--- src/rtl/axi_rd_master_if.sv ---
// Client command/beat port plus AXI3 AR/R channels of the read initiator.
// master modport is the initiator's view; slave modport is the environment's view.
interface axi_rd_master_if #(
  parameter int unsigned aw  = 12,
  parameter int unsigned dw  = 32,
  parameter int unsigned idw = 16
);
  // client command
  logic           cmd_valid;
  logic           cmd_ready;
  logic [aw-1:0]  cmd_addr;
  logic [3:0]     cmd_len;
  logic [idw-1:0] cmd_id;
  // client beat stream
  logic           rd_valid;
  logic           rd_ready;
  logic [dw-1:0]  rd_data;
  logic           rd_last;
  logic [1:0]     rd_resp;
  // AXI AR
  logic           arvalid;
  logic           arready;
  logic [aw-1:0]  araddr;
  logic [1:0]     arburst;
  logic [2:0]     arsize;
  logic [3:0]     arlen;
  logic [idw-1:0] arid;
  // AXI R
  logic           rvalid;
  logic           rready;
  logic [idw-1:0] rid;
  logic [dw-1:0]  rdata;
  logic [1:0]     rresp;
  logic           rlast;

  modport master (
    input  cmd_valid, cmd_addr, cmd_len, cmd_id, rd_ready,
           arready, rvalid, rid, rdata, rresp, rlast,
    output cmd_ready, rd_valid, rd_data, rd_last, rd_resp,
           arvalid, araddr, arburst, arsize, arlen, arid, rready
  );

  modport slave (
    output cmd_valid, cmd_addr, cmd_len, cmd_id, rd_ready,
           arready, rvalid, rid, rdata, rresp, rlast,
    input  cmd_ready, rd_valid, rd_data, rd_last, rd_resp,
           arvalid, araddr, arburst, arsize, arlen, arid, rready
  );
endinterface

--- src/rtl/axi_rd_master.sv ---
// AXI3 read initiator: one outstanding INCR burst, R-channel protocol checking.
// Optional AXI_RD_MASTER_TIMEOUT_EN adds a stall timeout with sticky timeout_err.
module axi_rd_master #(
  parameter int unsigned aw  = 12,
  parameter int unsigned dw  = 32,
  parameter int unsigned idw = 16
`ifdef AXI_RD_MASTER_TIMEOUT_EN
  ,
  parameter int unsigned TO_CYCLES = 256
`endif
) (
  input  logic              aclk,
  input  logic              areset,
  axi_rd_master_if.master   bus,
  output logic              busy,
  output logic              prot_err
`ifdef AXI_RD_MASTER_TIMEOUT_EN
  ,
  output logic              timeout_err
`endif
);

  localparam int unsigned SizeLog2 = $clog2(dw / 8);

  typedef enum logic [1:0] {IDLE, ADDR, DATA} state_e;

  state_e         state_q;
  logic           cmd_ready_q;
  logic           arvalid_q;
  logic [aw-1:0]  araddr_q;
  logic [3:0]     arlen_q;
  logic [idw-1:0] arid_q;
  logic [3:0]     beat_cnt_q;
  logic           busy_q;
  logic           prot_err_q;

  logic in_data_c;
  logic ar_hs_c;
  logic r_hs_c;
  logic at_len_c;
  logic r_err_c;

  assign in_data_c = (state_q == DATA);
  assign ar_hs_c   = (state_q == ADDR) && arvalid_q && bus.arready;
  assign r_hs_c    = in_data_c && bus.rvalid && bus.rd_ready;
  assign at_len_c  = (beat_cnt_q == arlen_q);
  // rlast must coincide exactly with the counted last beat
  assign r_err_c   = (bus.rid != arid_q) || (bus.rlast != at_len_c);

`ifdef AXI_RD_MASTER_TIMEOUT_EN
  logic [15:0] to_cnt_q;
  logic [15:0] to_cnt_d;
  logic        timeout_err_q;

  assign to_cnt_d    = to_cnt_q + 16'd1;
  assign timeout_err = timeout_err_q;
`endif

  always_ff @(posedge aclk) begin
    if (areset) begin
      state_q     <= IDLE;
      cmd_ready_q <= 1'b1;
      arvalid_q   <= 1'b0;
      araddr_q    <= '0;
      arlen_q     <= '0;
      arid_q      <= '0;
      beat_cnt_q  <= '0;
      busy_q      <= 1'b0;
      prot_err_q  <= 1'b0;
`ifdef AXI_RD_MASTER_TIMEOUT_EN
      to_cnt_q      <= '0;
      timeout_err_q <= 1'b0;
`endif
    end else begin
      case (state_q)
        IDLE: begin
          if (bus.cmd_valid && cmd_ready_q) begin
            araddr_q    <= bus.cmd_addr;
            arlen_q     <= bus.cmd_len;
            arid_q      <= bus.cmd_id;
            beat_cnt_q  <= '0;
            arvalid_q   <= 1'b1;
            busy_q      <= 1'b1;
            cmd_ready_q <= 1'b0;
            state_q     <= ADDR;
          end
        end
        ADDR: begin
          if (ar_hs_c) begin
            arvalid_q <= 1'b0;
            state_q   <= DATA;
          end
        end
        DATA: begin
          if (r_hs_c) begin
            if (r_err_c) prot_err_q <= 1'b1;
            if (beat_cnt_q != 4'hF) beat_cnt_q <= beat_cnt_q + 4'd1;
            if (at_len_c) begin
              state_q     <= IDLE;
              busy_q      <= 1'b0;
              cmd_ready_q <= 1'b1;
            end
          end
        end
        default: begin
          state_q     <= IDLE;
          arvalid_q   <= 1'b0;
          busy_q      <= 1'b0;
          cmd_ready_q <= 1'b1;
        end
      endcase
`ifdef AXI_RD_MASTER_TIMEOUT_EN
      // stall counter; expiry abandons the burst and overrides the case above
      if (state_q == IDLE || ar_hs_c || r_hs_c) begin
        to_cnt_q <= '0;
      end else if (to_cnt_d == 16'(TO_CYCLES)) begin
        to_cnt_q      <= to_cnt_d;
        timeout_err_q <= 1'b1;
        state_q       <= IDLE;
        arvalid_q     <= 1'b0;
        busy_q        <= 1'b0;
        cmd_ready_q   <= 1'b1;
      end else begin
        to_cnt_q <= to_cnt_d;
      end
`endif
    end
  end

  assign bus.cmd_ready = cmd_ready_q;
  assign bus.arvalid   = arvalid_q;
  assign bus.araddr    = araddr_q;
  assign bus.arlen     = arlen_q;
  assign bus.arid      = arid_q;
  assign bus.arburst   = 2'b01;
  assign bus.arsize    = 3'(SizeLog2);

  // R channel is a straight pass-through to the client while in DATA
  assign bus.rready    = in_data_c && bus.rd_ready;
  assign bus.rd_valid  = in_data_c && bus.rvalid;
  assign bus.rd_data   = in_data_c ? bus.rdata : '0;
  assign bus.rd_resp   = in_data_c ? bus.rresp : 2'b00;
  assign bus.rd_last   = in_data_c && at_len_c;

  assign busy     = busy_q;
  assign prot_err = prot_err_q;

endmodule

--- src/flat_wrapper.sv ---
// flat-port wrapper written by rule: the top's interface ports become plain ports
module axi_rd_master_flat 
#(
  parameter int unsigned aw  = 12,
  parameter int unsigned dw  = 32,
  parameter int unsigned idw = 16

)
  (aclk, areset, busy, prot_err, bus_cmd_valid, bus_cmd_addr, bus_cmd_len, bus_cmd_id, bus_rd_ready, bus_arready, bus_rvalid, bus_rid, bus_rdata, bus_rresp, bus_rlast, bus_cmd_ready, bus_rd_valid, bus_rd_data, bus_rd_last, bus_rd_resp, bus_arvalid, bus_araddr, bus_arburst, bus_arsize, bus_arlen, bus_arid, bus_rready);
  axi_rd_master_if #(.aw(aw), .dw(dw), .idw(idw)) bus_i ();
  input  logic aclk;
  input  logic areset;
  output logic busy;
  output logic prot_err;
  input wire logic [$bits(bus_i.cmd_valid)-1:0] bus_cmd_valid;
  input wire logic [$bits(bus_i.cmd_addr)-1:0] bus_cmd_addr;
  input wire logic [$bits(bus_i.cmd_len)-1:0] bus_cmd_len;
  input wire logic [$bits(bus_i.cmd_id)-1:0] bus_cmd_id;
  input wire logic [$bits(bus_i.rd_ready)-1:0] bus_rd_ready;
  input wire logic [$bits(bus_i.arready)-1:0] bus_arready;
  input wire logic [$bits(bus_i.rvalid)-1:0] bus_rvalid;
  input wire logic [$bits(bus_i.rid)-1:0] bus_rid;
  input wire logic [$bits(bus_i.rdata)-1:0] bus_rdata;
  input wire logic [$bits(bus_i.rresp)-1:0] bus_rresp;
  input wire logic [$bits(bus_i.rlast)-1:0] bus_rlast;
  output wire logic [$bits(bus_i.cmd_ready)-1:0] bus_cmd_ready;
  output wire logic [$bits(bus_i.rd_valid)-1:0] bus_rd_valid;
  output wire logic [$bits(bus_i.rd_data)-1:0] bus_rd_data;
  output wire logic [$bits(bus_i.rd_last)-1:0] bus_rd_last;
  output wire logic [$bits(bus_i.rd_resp)-1:0] bus_rd_resp;
  output wire logic [$bits(bus_i.arvalid)-1:0] bus_arvalid;
  output wire logic [$bits(bus_i.araddr)-1:0] bus_araddr;
  output wire logic [$bits(bus_i.arburst)-1:0] bus_arburst;
  output wire logic [$bits(bus_i.arsize)-1:0] bus_arsize;
  output wire logic [$bits(bus_i.arlen)-1:0] bus_arlen;
  output wire logic [$bits(bus_i.arid)-1:0] bus_arid;
  output wire logic [$bits(bus_i.rready)-1:0] bus_rready;
  assign bus_i.cmd_valid = bus_cmd_valid;
  assign bus_i.cmd_addr = bus_cmd_addr;
  assign bus_i.cmd_len = bus_cmd_len;
  assign bus_i.cmd_id = bus_cmd_id;
  assign bus_i.rd_ready = bus_rd_ready;
  assign bus_i.arready = bus_arready;
  assign bus_i.rvalid = bus_rvalid;
  assign bus_i.rid = bus_rid;
  assign bus_i.rdata = bus_rdata;
  assign bus_i.rresp = bus_rresp;
  assign bus_i.rlast = bus_rlast;
  assign bus_cmd_ready = bus_i.cmd_ready;
  assign bus_rd_valid = bus_i.rd_valid;
  assign bus_rd_data = bus_i.rd_data;
  assign bus_rd_last = bus_i.rd_last;
  assign bus_rd_resp = bus_i.rd_resp;
  assign bus_arvalid = bus_i.arvalid;
  assign bus_araddr = bus_i.araddr;
  assign bus_arburst = bus_i.arburst;
  assign bus_arsize = bus_i.arsize;
  assign bus_arlen = bus_i.arlen;
  assign bus_arid = bus_i.arid;
  assign bus_rready = bus_i.rready;
  axi_rd_master #(.aw(aw), .dw(dw), .idw(idw)) u_core (.aclk(aclk), .areset(areset), .bus(bus_i), .busy(busy), .prot_err(prot_err));
endmodule
--- config.mk ---
export PLATFORM = sky130hd
export DESIGN_NAME = axi_rd_master_flat
export DESIGN_NICKNAME = d
export VERILOG_FILES = /design/src/rtl/axi_rd_master_if.sv /design/src/rtl/axi_rd_master.sv /design/src/flat_wrapper.sv
export SDC_FILE = /design/constraint.sdc
export NUM_CORES = 1
export LEC_CHECK = 0
export BUFFER_PORTS_ARGS = -buffer_cell sky130_fd_sc_hd__buf_4
export CAP_MARGIN = 20
export CORE_MARGIN = 1
export CORE_UTILIZATION = 39
export DETAILED_ROUTE_END_ITERATION = 8
export PLACE_DENSITY = 0.85
export SLEW_MARGIN = 0
export SYNTH_ARGS = -nofsm -noshare
export SYNTH_HDL_FRONTEND = slang
export SYNTH_SLANG_ARGS = --single-unit
--- constraint.sdc ---
create_clock -name aclk -period 2.3 [get_ports aclk]
set_clock_uncertainty 0.2 [all_clocks]
set_input_delay 0.69 -clock aclk [delete_from_list [all_inputs] [get_ports aclk]]
set_output_delay 0.69 -clock aclk [all_outputs]
set_load 0.005 [all_outputs]
* Yosys cells after proc, flatten, opt, wreduce, memory -nomap -nowiden
Cells that the tools add are included.
Word-level totals: register bits 42, bits of input ports 89, output and inout port bits 78
Cells by class: add/sub/neg operators 1, equal/unequal tests 11, mux-type cells 21, bitwise gates (word level) 2, reductions and logical operators 16
Operators by type and width (number):
- 32-bit 2-to-1 mux | 1
- 16-bit inequality test | 1
- 4-bit 2-to-1 mux | 3
- 4-bit AND reduction | 3
- 2-bit 2-to-1 mux | 5
- 1-bit case mux with 3 select lines | 3
- 4-bit case mux with 2 select lines | 1
- 1-bit logical AND | 7
- 1-bit 2-to-1 mux | 7
- 2-bit inequality test, second input constant | 3
- 2-bit case mux with 3 select lines | 1
- 3-bit AND reduction | 2
- 4-bit by 1-bit adder with 4-bit output, second input constant | 1
- 4-bit equality test | 1
- 2-bit by 1-bit inequality test with 1-bit output, second input constant | 2
- 4-bit inequality test, second input constant | 1
- 2-bit by 1-bit equality test with 1-bit output, second input constant | 1
- 2-bit equality test, second input constant | 1
- 2-bit zero test | 1
- 1-bit inverter | 2
- 2-bit AND reduction | 1
- 2-bit nonzero test | 1
- 1-bit logical OR | 1
- 1-bit inequality test | 1

* Depth between registers and ports, before layout
depth in word-level cells 5, gate-level depth with buffers 7

* Worst setup path after synthesis
No wires, ideal clock.
kind register to output, start reg u_core.state_q[1], end out bus_rd_last, arrival 1.177 ns, required time 1.410 ns, path slack 0.233 ns, stages on the path, launching flop included 6, cells stage by stage dfxtp_1 buf_6 nor2b_1 clkbuf_1 clkbuf_1 and2_2
Between the ends: word-level cells in the longest chain between the ends 2
Ends and longest elaborated chain:
- start: declaration | line axi_rd_master.sv:27 | state_e state_q;
- start signal: assignment | line axi_rd_master.sv:61 | state_q <= IDLE;
- start signal: assignment | line axi_rd_master.sv:85 | state_q <= ADDR;
- start signal: assignment | line axi_rd_master.sv:91 | state_q <= DATA;
- 2-bit equality test | line axi_rd_master.sv:43 | assign in_data_c = (state_q == DATA);
- 1-bit logical AND | line axi_rd_master.sv:143 | assign bus.rd_last = in_data_c && at_len_c;
- end: declaration | line flat_wrapper.sv:29 | output wire logic [$bits(bus_i.rd_last)-1:0] bus_rd_last;
Every way passes these cells.

* Worst setup path after layout
start reg u_core.beat_cnt_q[3], end out bus_rd_last
Between the ends: word-level cells in the longest chain between the ends 2
Ends and longest elaborated chain:
- start: declaration | line axi_rd_master.sv:33 | logic [3:0] beat_cnt_q;
- start signal: assignment | line axi_rd_master.sv:97 | if (beat_cnt_q != 4'hF) beat_cnt_q <= beat_cnt_q + 4'd1;
- 4-bit equality test | line axi_rd_master.sv:46 | assign at_len_c = (beat_cnt_q == arlen_q);
- 1-bit logical AND | line axi_rd_master.sv:143
Every way passes these cells.

==> qor.yml <==
critical_path:
  cp_max_fo: 2
  crit_required_ps: 1410
  cp-end-kind: "primary output"
  timing.rr.end: "u_core.bus.cmd_ready"
  r2r_start: "u_core.bus.arlen[2]"
  arrival_ps: 1390
  r2r_slack_ps: 560
  cpMaxStageDelayCell: "dfxtp_2"
  ff2ff_path_depth: 7
  start_kind: "flip-flop"
  slowest_delay_ps: 330
  crit_type: "reg -> out"
  crit_buf_inv: 1
  critPathTopFamily: "simple AND/OR/NAND/NOR gates"
  path_cells: "xor2_1 > nor4_2 > and2_4 > buf_4"
global_routing:
  grt.met1_usage_pct: 20.4
  met2_usage_pct: 41.3
  track_usage_pct: 20.6
  grt_max_degree: 39
  antenna_found_initial: 0
  overflow: 0
  grt_pass1_wl_um: 8800
  grt_pass1_vias: 2039
  busiest_layer: "met2"
  grtUsageMet3_pct: 5.82
die:
  die_x_um: 75.5
  core_area_um2: 5140
  start_util_pct: 41.0
  die_h_um: 75.5
  num_rows: 26
  die-area_um2: 5700
  ios: 167
pwr:
  vdd_drop_max_v: 0.000251
  leakagePower_nw: 1.75
  p_per_area_nw_per_um2: 499
sta:
  fin_crit_sh_pct: 99.1
  finalHoldViolCount: 0
  max_freq_ghz: 0.439
  finalCriticalPeriod_ps: 2280
  finalSetupViolations: 0
  drv_slew: 0
  rsz0062_at_grt: "yes"
  tns_ps: 0
layout:
  areaGrowthSynthToFinish_pct: 65.4
  drive_above_1_share_pct: 43.9
  fin_nets: 524
  n_fill_cell: 470
  n_antenna_cell: 0
  finalNonFillerCells: 505
clock_tree:
  path_clk_slew_ps: 80
  clockRootBuffer: "clkbuf_8"
  insertion_delay_ps: 290
  numCtsBuffers: 5
  hold_buffers: 0
  cts_buffer_depth: 2
  htreeDepth: 2
  cts_tree: "built"
  cts_sinks: 42
yosys:
  syn-cell-area_um2: 2110
  yosysTopAreaCellShare_pct: 39.9
  synth_seq_cells: 42
  avgSynthCellArea_um2: 7.69
  synth_common_cells: "nand2_1 (67), dfxtp_1 (42), a21oi_1 (38)"
  yosysMostFrequentCell: "nand2_1"
  ys_seq_area_share_pct: 39.9
  synth_cell_types: 32
  async_flop_share_pct: 0
  synth_area_leaders: "dfxtp_1 (40%), nand2_1 (12%), and2_1 (11%)"
  synth.largest_area_cell: "dfxtp_1"
  syn_inst: 274
  synth_edf_count: 0
  yosysWarnings: 0
  ys.flop_type: "dfxtp_1"
place:
  routabilityCongestion: 0.751
  dp_hpwl_um: 4820
  port_buffers: 161
  dp_cells: 494
hold_path:
  worstHoldStart: "u_core.bus.araddr[0]"
  min_to: "u_core.bus.araddr[0]"
  hp-class: "reg -> reg"
  hold_path_depth: 2
drt:
  routed_wl_um: 6090
  vias: 2327
  viasPerCell: 4.61
  first_iter_violations: 49
  ant_nets: 0
  drt_pass1_iterations: 4
  remaining_drc_errors: 0
  avgRoutedWirePerCell_um: 12.1
flow_run:
  max_cap_viol_count: 0
outcome:
  status: "finished clean"
==> report_power, final <==
group | total [mW] | switching [mW] | internal, mW
Combinational | 0.423 | 0.175 | 0.247
Sequential | 0.821 | 0.0433 | 0.778
Clock | 0.494 | 0.252 | 0.241
==> worst max path at each step <==
stage | start | to | slack, ps | cells past startpoint
2_1_floorplan | u_core.state_q[1] | bus_rd_last | 230 | 5
4_1_cts | u_core.bus.arlen[3] | bus_rd_last | -4 | 4
3_3_place_gp | bus_rid[13] | u_core.prot_err | 300 | 6
3_5_place_dp | bus_rid[3] | u_core.prot_err | 250 | 6
6_report | u_core.beat_cnt_q[3] | bus_rd_last | 20 | 4
5_1_grt | u_core.beat_cnt_q[1] | bus_rd_last | -40 | 4
==> registers in the layout (all words and copies together) (netlist names), 2 cells and up <==
| register | count |
|---|---|
| u_core.beat_cnt_q | 4 |
| u_core.bus.araddr | 12 |
| u_core.bus.arid | 16 |
| u_core.bus.arlen | 4 |
| u_core.state_q | 2 |
==> routing by layer <==
metal / share of wire (%) / vias to the layer above
li1: - / 1191
met3: 8.2 / 6
met1: 37 / 1032
met2: 54 / 98
met4: 0.77 / 0
met5: 0 / -
==> through the flow <==
stage	hold WS (ps)	setup WS [ps]	power (mW)	instance area (um^2)	utilization [%]
after global routing	287	-39.5	1.84	3480	67.8
after detailed placement	249	248	1.26	3360	65.3
after global placement	243	305	1.25	3360	65.3
final	257	20.8	1.74	3480	67.8
after floorplan	252	233	1.02	2120	-
after CTS	261	-4.26	1.76	3480	67.7
==> area by class of cell <==
type | count | area [um^2] | share of cell area (%)
inverters | 4 | 15.0 | 0.431
clock buffers | 6 | 82.6 | 2.37
multi-input cells | 209 | 1140 | 32.6
clock inverters | 2 | 12.5 | 0.359
well taps | 70 | 87.6 | 2.51
flip-flops and latches | 42 | 847 | 24.3
repair buffers | 172 | 1300 | 37.4
==> worst reg2reg max path: stages, from the launching register on <==
cell	delay, ps
dfxtp_1	380
xor2_1	230
nor4_2	80
buf_4	130
buf_4	130
a31oi_1	240
nor2b_1	180
o21bai_1	70
==> logic make-up after synthesis <==
logic type | Yosys count | share of synthesized area, %
AND/OR/NAND/NOR | 136 | 31.8
AO/OA/AOI/OAI | 44 | 10.9
flip-flops | 42 | 39.9
buffers and inverters | 26 | 6.89
XOR/XNOR | 23 | 9.56
other | 2 | 0.356
adder cells (fa/ha/maj) | 1 | 0.594
==> timing repair <==
| item | in CTS | in global routing |
|---|---|---|
| buffers inserted | 3 | 0 |
| gates resized for setup | 5 | 2 |
| pin swaps | 2 | 2 |
| setup endpoints to repair | 1 | 33 |
==> cells in the final DEF (no fill, tap or decap), drive strengths merged, types with 2 or more instances in the layout <==
| cell type | n |
|---|---|
| dfxtp | 42 |
| nand2 | 67 |
| nor3 | 5 |
| nor4 | 5 |
| buf | 172 |
| o21ai | 3 |
| nor2b | 2 |
| xor2 | 23 |
| nand4 | 2 |
| nor2 | 12 |
| inv | 4 |
| and2 | 37 |
| clkbuf | 6 |
| a31oi | 2 |
| a21oi | 38 |
| conb | 5 |
(Power assumes the default switching activity.)
